### src/rtl/window_load_ctrl_if.sv
// Bundle of pixel-memory read, window-buffer strobe and window handshake signals.
interface window_load_ctrl_if #(
  parameter int ADDR_W = 16
);
  logic              rd_req;
  logic [ADDR_W-1:0] rd_addr;
  logic              rd_valid;
  logic [3:0]        num_pix_to_load;
  logic [3:0]        count;
  logic              gray_ready;
  logic              gray_ready2;
  logic              win_valid;
  logic              win_ready;
  logic [ADDR_W-1:0] win_x;
  logic [ADDR_W-1:0] win_y;

  modport master (
    output rd_req, rd_addr, num_pix_to_load, count, gray_ready, gray_ready2,
    output win_valid, win_x, win_y,
    input  rd_valid, win_ready
  );

  modport slave (
    input  rd_req, rd_addr, num_pix_to_load, count, gray_ready, gray_ready2,
    input  win_valid, win_x, win_y,
    output rd_valid, win_ready
  );
endinterface

### src/rtl/window_load_ctrl.sv
// Window load controller: walks a 3x3 window across the frame, fetching one
// pixel at a time and steering each returned pixel into the window buffer.
//
// state  | meaning
// S_IDLE | waiting for start
// S_REQ  | one-cycle read request for pixel k of the current load
// S_WAIT | waiting for the pixel; strobe the buffer in the rd_valid cycle
// S_EMIT | window complete, held until downstream accepts
// S_DONE | one-cycle done pulse after the last window
module window_load_ctrl #(
  parameter int IMG_W  = 8,
  parameter int IMG_H  = 6,
  parameter int ADDR_W = 16
) (
  input  logic               clk,
  input  logic               rst,
  input  logic               i_start,
  output logic               o_busy,
  output logic               o_done,
  window_load_ctrl_if.master bus
);

  typedef enum logic [2:0] {S_IDLE, S_REQ, S_WAIT, S_EMIT, S_DONE} state_t;

  localparam logic [ADDR_W-1:0] LP_W      = ADDR_W'(IMG_W);
  localparam logic [ADDR_W-1:0] LP_X_LAST = ADDR_W'(IMG_W - 3);
  localparam logic [ADDR_W-1:0] LP_Y_LAST = ADDR_W'(IMG_H - 3);

  state_t            r_state;
  state_t            w_next;
  logic              r_full;
  logic [ADDR_W-1:0] r_x;
  logic [ADDR_W-1:0] r_y;
  logic [ADDR_W-1:0] r_addr;
  logic [3:0]        r_k;

  logic [3:0]        w_kidx;
  logic [1:0]        w_row;
  logic [1:0]        w_col;
  logic [ADDR_W-1:0] w_addr;
  logic              w_last;

  // Slot position of pixel k: column-major for a full load, new right column for a shift.
  always_comb begin
    w_kidx = r_k - 4'd1;
    w_row  = 2'(w_kidx % 4'd3);
    w_col  = 2'd2;
    if (r_full) begin
      w_col = 2'(w_kidx / 4'd3);
    end else begin
      w_row = w_kidx[1:0];
    end
    w_addr = (r_y + ADDR_W'(w_row)) * LP_W + r_x + ADDR_W'(w_col);
    w_last = r_full ? (r_k == 4'd9) : (r_k == 4'd3);
  end

  assign bus.win_x = r_x;
  assign bus.win_y = r_y;

  // State register.
  always_ff @(posedge clk) begin
    if (rst) begin
      r_state <= S_IDLE;
    end else begin
      r_state <= w_next;
    end
  end

  // Next-state and output decode; buffer strobes only in the WAIT/rd_valid cycle.
  always_comb begin
    w_next              = r_state;
    bus.rd_req          = 1'b0;
    bus.rd_addr         = r_addr;
    bus.num_pix_to_load = 4'd0;
    bus.count           = 4'd0;
    bus.gray_ready      = 1'b0;
    bus.gray_ready2     = 1'b0;
    bus.win_valid       = 1'b0;
    o_busy              = 1'b1;
    o_done              = 1'b0;
    case (r_state)
      S_IDLE: begin
        o_busy = 1'b0;
        if (i_start) w_next = S_REQ;
      end
      S_REQ: begin
        bus.rd_req  = 1'b1;
        bus.rd_addr = w_addr;
        w_next      = S_WAIT;
      end
      S_WAIT: begin
        if (bus.rd_valid) begin
          bus.num_pix_to_load = r_full ? 4'd9 : 4'd3;
          bus.count           = r_k;
          bus.gray_ready      = r_full;
          bus.gray_ready2     = ~r_full;
          w_next              = w_last ? S_EMIT : S_REQ;
        end
      end
      S_EMIT: begin
        bus.win_valid = 1'b1;
        if (bus.win_ready) begin
          w_next = (r_x == LP_X_LAST && r_y == LP_Y_LAST) ? S_DONE : S_REQ;
        end
      end
      S_DONE: begin
        o_busy = 1'b0;
        o_done = 1'b1;
        w_next = S_IDLE;
      end
      default: w_next = S_IDLE;
    endcase
  end

  // Window position, load mode, pixel index and held read address.
  always_ff @(posedge clk) begin
    if (rst) begin
      r_full <= 1'b1;
      r_x    <= '0;
      r_y    <= '0;
      r_k    <= 4'd0;
      r_addr <= '0;
    end else begin
      case (r_state)
        S_IDLE: begin
          if (i_start) begin
            r_full <= 1'b1;
            r_x    <= '0;
            r_y    <= '0;
            r_k    <= 4'd1;
          end
        end
        S_REQ: r_addr <= w_addr;
        S_WAIT: begin
          if (bus.rd_valid && !w_last) r_k <= r_k + 4'd1;
        end
        S_EMIT: begin
          if (bus.win_ready) begin
            if (r_x != LP_X_LAST) begin
              r_x    <= r_x + 1'b1;
              r_full <= 1'b0;
              r_k    <= 4'd1;
            end else if (r_y != LP_Y_LAST) begin
              r_x    <= '0;
              r_y    <= r_y + 1'b1;
              r_full <= 1'b1;
              r_k    <= 4'd1;
            end
          end
        end
        default: ;
      endcase
    end
  end

endmodule

### src/flat_wrapper.sv
// flat-port wrapper written by rule: the top's interface ports become plain ports
module window_load_ctrl_flat 
#(
  parameter int IMG_W  = 8,
  parameter int IMG_H  = 6,
  parameter int ADDR_W = 16
)
  (clk, rst, i_start, o_busy, o_done, bus_rd_req, bus_rd_addr, bus_num_pix_to_load, bus_count, bus_gray_ready, bus_gray_ready2, bus_win_valid, bus_win_x, bus_win_y, bus_rd_valid, bus_win_ready);
  window_load_ctrl_if #(.ADDR_W(ADDR_W)) bus_i ();
  input  logic clk;
  input  logic rst;
  input  logic i_start;
  output logic o_busy;
  output logic o_done;
  output wire logic [$bits(bus_i.rd_req)-1:0] bus_rd_req;
  output wire logic [$bits(bus_i.rd_addr)-1:0] bus_rd_addr;
  output wire logic [$bits(bus_i.num_pix_to_load)-1:0] bus_num_pix_to_load;
  output wire logic [$bits(bus_i.count)-1:0] bus_count;
  output wire logic [$bits(bus_i.gray_ready)-1:0] bus_gray_ready;
  output wire logic [$bits(bus_i.gray_ready2)-1:0] bus_gray_ready2;
  output wire logic [$bits(bus_i.win_valid)-1:0] bus_win_valid;
  output wire logic [$bits(bus_i.win_x)-1:0] bus_win_x;
  output wire logic [$bits(bus_i.win_y)-1:0] bus_win_y;
  input wire logic [$bits(bus_i.rd_valid)-1:0] bus_rd_valid;
  input wire logic [$bits(bus_i.win_ready)-1:0] bus_win_ready;
  assign bus_rd_req = bus_i.rd_req;
  assign bus_rd_addr = bus_i.rd_addr;
  assign bus_num_pix_to_load = bus_i.num_pix_to_load;
  assign bus_count = bus_i.count;
  assign bus_gray_ready = bus_i.gray_ready;
  assign bus_gray_ready2 = bus_i.gray_ready2;
  assign bus_win_valid = bus_i.win_valid;
  assign bus_win_x = bus_i.win_x;
  assign bus_win_y = bus_i.win_y;
  assign bus_i.rd_valid = bus_rd_valid;
  assign bus_i.win_ready = bus_win_ready;
  window_load_ctrl #(.IMG_W(IMG_W), .IMG_H(IMG_H), .ADDR_W(ADDR_W)) u_core (.clk(clk), .rst(rst), .i_start(i_start), .o_busy(o_busy), .o_done(o_done), .bus(bus_i));
endmodule
### config.mk
export PLATFORM = sky130hd
export DESIGN_NAME = window_load_ctrl_flat
export DESIGN_NICKNAME = d
export VERILOG_FILES = /design/src/rtl/window_load_ctrl_if.sv /design/src/rtl/window_load_ctrl.sv /design/src/flat_wrapper.sv
export SDC_FILE = /design/constraint.sdc
export NUM_CORES = 1
export LEC_CHECK = 0
export ABC_AREA = 1
export ABC_CLOCK_PERIOD_IN_PS = 9500
export CELL_PAD_IN_SITES_DETAIL_PLACEMENT = 1
export CELL_PAD_IN_SITES_GLOBAL_PLACEMENT = 1
export CORE_MARGIN = 2
export CORE_UTILIZATION = 41
export CTS_CLUSTER_DIAMETER = 80
export DETAILED_ROUTE_END_ITERATION = 8
export HOLD_SLACK_MARGIN = 0.12
export PLACE_DENSITY_LB_ADDON = 0.1
export SLEW_MARGIN = 10
export SYNTH_ARGS = -nofsm -noshare
export SYNTH_HDL_FRONTEND = slang
export SYNTH_SLANG_ARGS = --single-unit
### constraint.sdc
create_clock -name clk -period 9.5 [get_ports clk]
set_input_delay 1.9 -clock clk [delete_from_list [all_inputs] [get_ports clk]]
set_output_delay 1.9 -clock clk [all_outputs]
set_load 0.02 [all_outputs]
==> out/results.ini <==
[floorplan]
initial_utilization_pct=42.6
rows=37
coreArea_um2=10400
io_pins=67
die_w_um=108
die_y_um=108
die_area_um2=11600

[timing]
rsz0062_at_grt=false
setup_viol=0
finalSetupTns_ns=0
finalCriticalPeriod_ns=7.91
relSlewSlack_pct=63.4
tightest_slew_ns=0.547
final.period_utilization_pct=83.3
finalHoldViolations=0
max_clock_freq_mhz=126
skew_ns=0.00762
slew_violations=0

[cells_and_area]
fin_util_pct=49.9
drive_above_1_share_pct=4.57
ff_latch_area_um2=1120
layout.nets=775
multi_input_area_um2=2850
fillers=1436
antenna_cells=0
syn2layout_area_growth_pct=17.1

[placed_design]
portBuffers=65
hpwl_mm=10.7
gp_congestion=0.887

[yosys]
synthCells=697
synth_area_leaders=dfxtp_1 (25%), nand2_1 (15%), nor2_1 (7.6%)
synth_top_cell_by_area=dfxtp_1
syn-num-nets=728
seq_area_frac_synth_pct=25.4
synth_area_per_cell_um2=6.34
synth_area_um2=4420
yosysTopAreaCellShare_pct=25.4
synth_warnings=0
synth_seq_cells=56
yosysUniqueCellTypes=39

[pwr]
p_per_area_nw_per_um2=121
total_power_uw=626
peakVddDrop_mv=0.0743
cellLeakagePower_uw=0.00215

[setup_path]
cpMaxStageDelayCell=clkdlybuf4s50_1
crit_top_cell=nand2_1
cpPeakStageDelay_ns=0.59
endpoint_kind=output pin
worstSetupPathType=flip-flop to output pin
r2r-start=u_core.r_k[0]
worst_ep_required_time_ns=7.60
arrival_ns=6.01
critPathLaunch=u_core.r_k[0]
start_kind=flip-flop
path_max_fanout=7

[clock_tree]
post_cts_buffers=0
clkTransAtPathRegs_ns=0.10
tritoncts=done
cts_resized=0
clkLatencyLatePin_ns=0.34
cts_buffers=5
ctsHoldBuffers=0
clock_path_buffers=2
clock-sinks=56
cts_max_level=2
clockRootBuffer=clkbuf_8

[job]
drv_cap=0

[outcome]
status=finished, final reports clean

[routing]
wl_mm=13.5
vias=4564
route.detailed.drc=0
first_iter_violations=116
wl_per_cell_um=15.4
detail-route-antenna-nets=0
avgViaCountPerCell=5.19
firstDrtPassIters=4

[global_route]
antenna_found_initial=0
grt_max_degree=39
grt_pass1_wl_mm=22.7
grt_usage_pct=24.7
grt-ovfl-total=0
grt_pass1_vias=4612

[hold_path]
holdCritStartpoint=u_core.r_addr[10]
min_path_type=flip-flop to flip-flop

-- registers in the layout, summed over array words and instances, names as in the netlist --
register / flops
u_core.bus.win_x: 16
u_core.r_addr: 16
u_core.r_k: 4
u_core.r_full: 1
u_core.bus.win_y: 16
u_core.r_state: 3
-- area by class of cell --
cell class | count | share of cell area [%]
Clock buffer | 6 | 1.40
Clock inverter | 1 | 0.0968
Inverter | 77 | 5.64
Multi-Input combinational cell | 537 | 55.0
Sequential cell | 56 | 21.7
Tap cell | 136 | 3.29
Timing Repair Buffer | 67 | 12.9
-- power by group --
part	total, uW	switching (uW)	leakage, uW	internal (uW)
combinational	232	147	0.00166	85.5
clock	138	87.6	0.0000410	50.6
sequential	256	10.4	0.000454	245
-- critical path: cells and delay by family, from the launching register on --
family                     cells  cell delay, ns
buffers and inverters         10            1.26
adders and majority gates      7            1.70
DFF                            1            0.43
and+or+nand+nor               18            2.04
xor gates and xnor gates       2            0.26
-- placed cells by master, fill, tap and decap left out, types with 18 or more instances in the layout --
cell type and instances:
inv_1 71, nand3_1 66, xor2_1 31, nand4_1 18, ha_1 24, dfxtp_1 56, o21ai_0 20, nor2_1 90
clkdlybuf4s50_1 65, a21oi_1 51, nand2_1 173
-- layer usage --
metal / global-route usage, % / wire length [um]
met2: 44.0 / 6560
met5: 0 / 0
met1: 30.7 / 6440
met3: 4.48 / 355
met4: 6.04 / 198
-- kinds of logic (layout without fill, tap and decap cells) --
family / Yosys count / count (layout) / synth area share, %
other: 1 / 1 / 0.0849
adder cells (fa/ha/maj): 26 / 26 / 7.71
AO/OA/AOI/OAI: 85 / 85 / 10.5
AND/OR/NAND/NOR: 385 / 385 / 38.2
flip-flops: 56 / 56 / 25.4
buffers and inverters: 104 / 151 / 10.2
XOR/XNOR: 40 / 40 / 7.93
-- Yosys cell counts (all sizes together) --
master,count
ha,24
xor2,31
or2,14
fa,2
conb,1
inv,77
nand2,174
xnor2,9
a211oi,3
o21ai,24
o211a,1
a31o,1
a31oi,2
buf,16
nand3,68
nand4,18
nor3b,1
dfxtp,56
a21oi,51
nor3,11
o21bai,2
clkbuf,11
a21o,1
and2,5
nor2,94
-- worst paths after layout --
path	slack, ns	to	depth (start not counted)
min reg2reg	0.48	u_core.r_addr[10]	2
min	0.48	u_core.r_addr[10]	2
max reg2reg	4.29	u_core.r_addr[15]	36
max	1.59	bus_rd_addr[15]	37
-- per-stage QoR --
stage	setup WS, ns	hold WS [ns]	instance area, um^2	instances
3_5_place_dp	1.90	0.468	5090	873
3_3_place_gp	2.23	0.460	5090	873
4_1_cts	1.51	0.483	5170	880
6_report	1.59	0.481	5170	880
5_1_grt	0.928	0.508	5170	880
2_1_floorplan	3.12	0.453	4420	697
No activity file was read; power rests on OpenSTA's default activity.
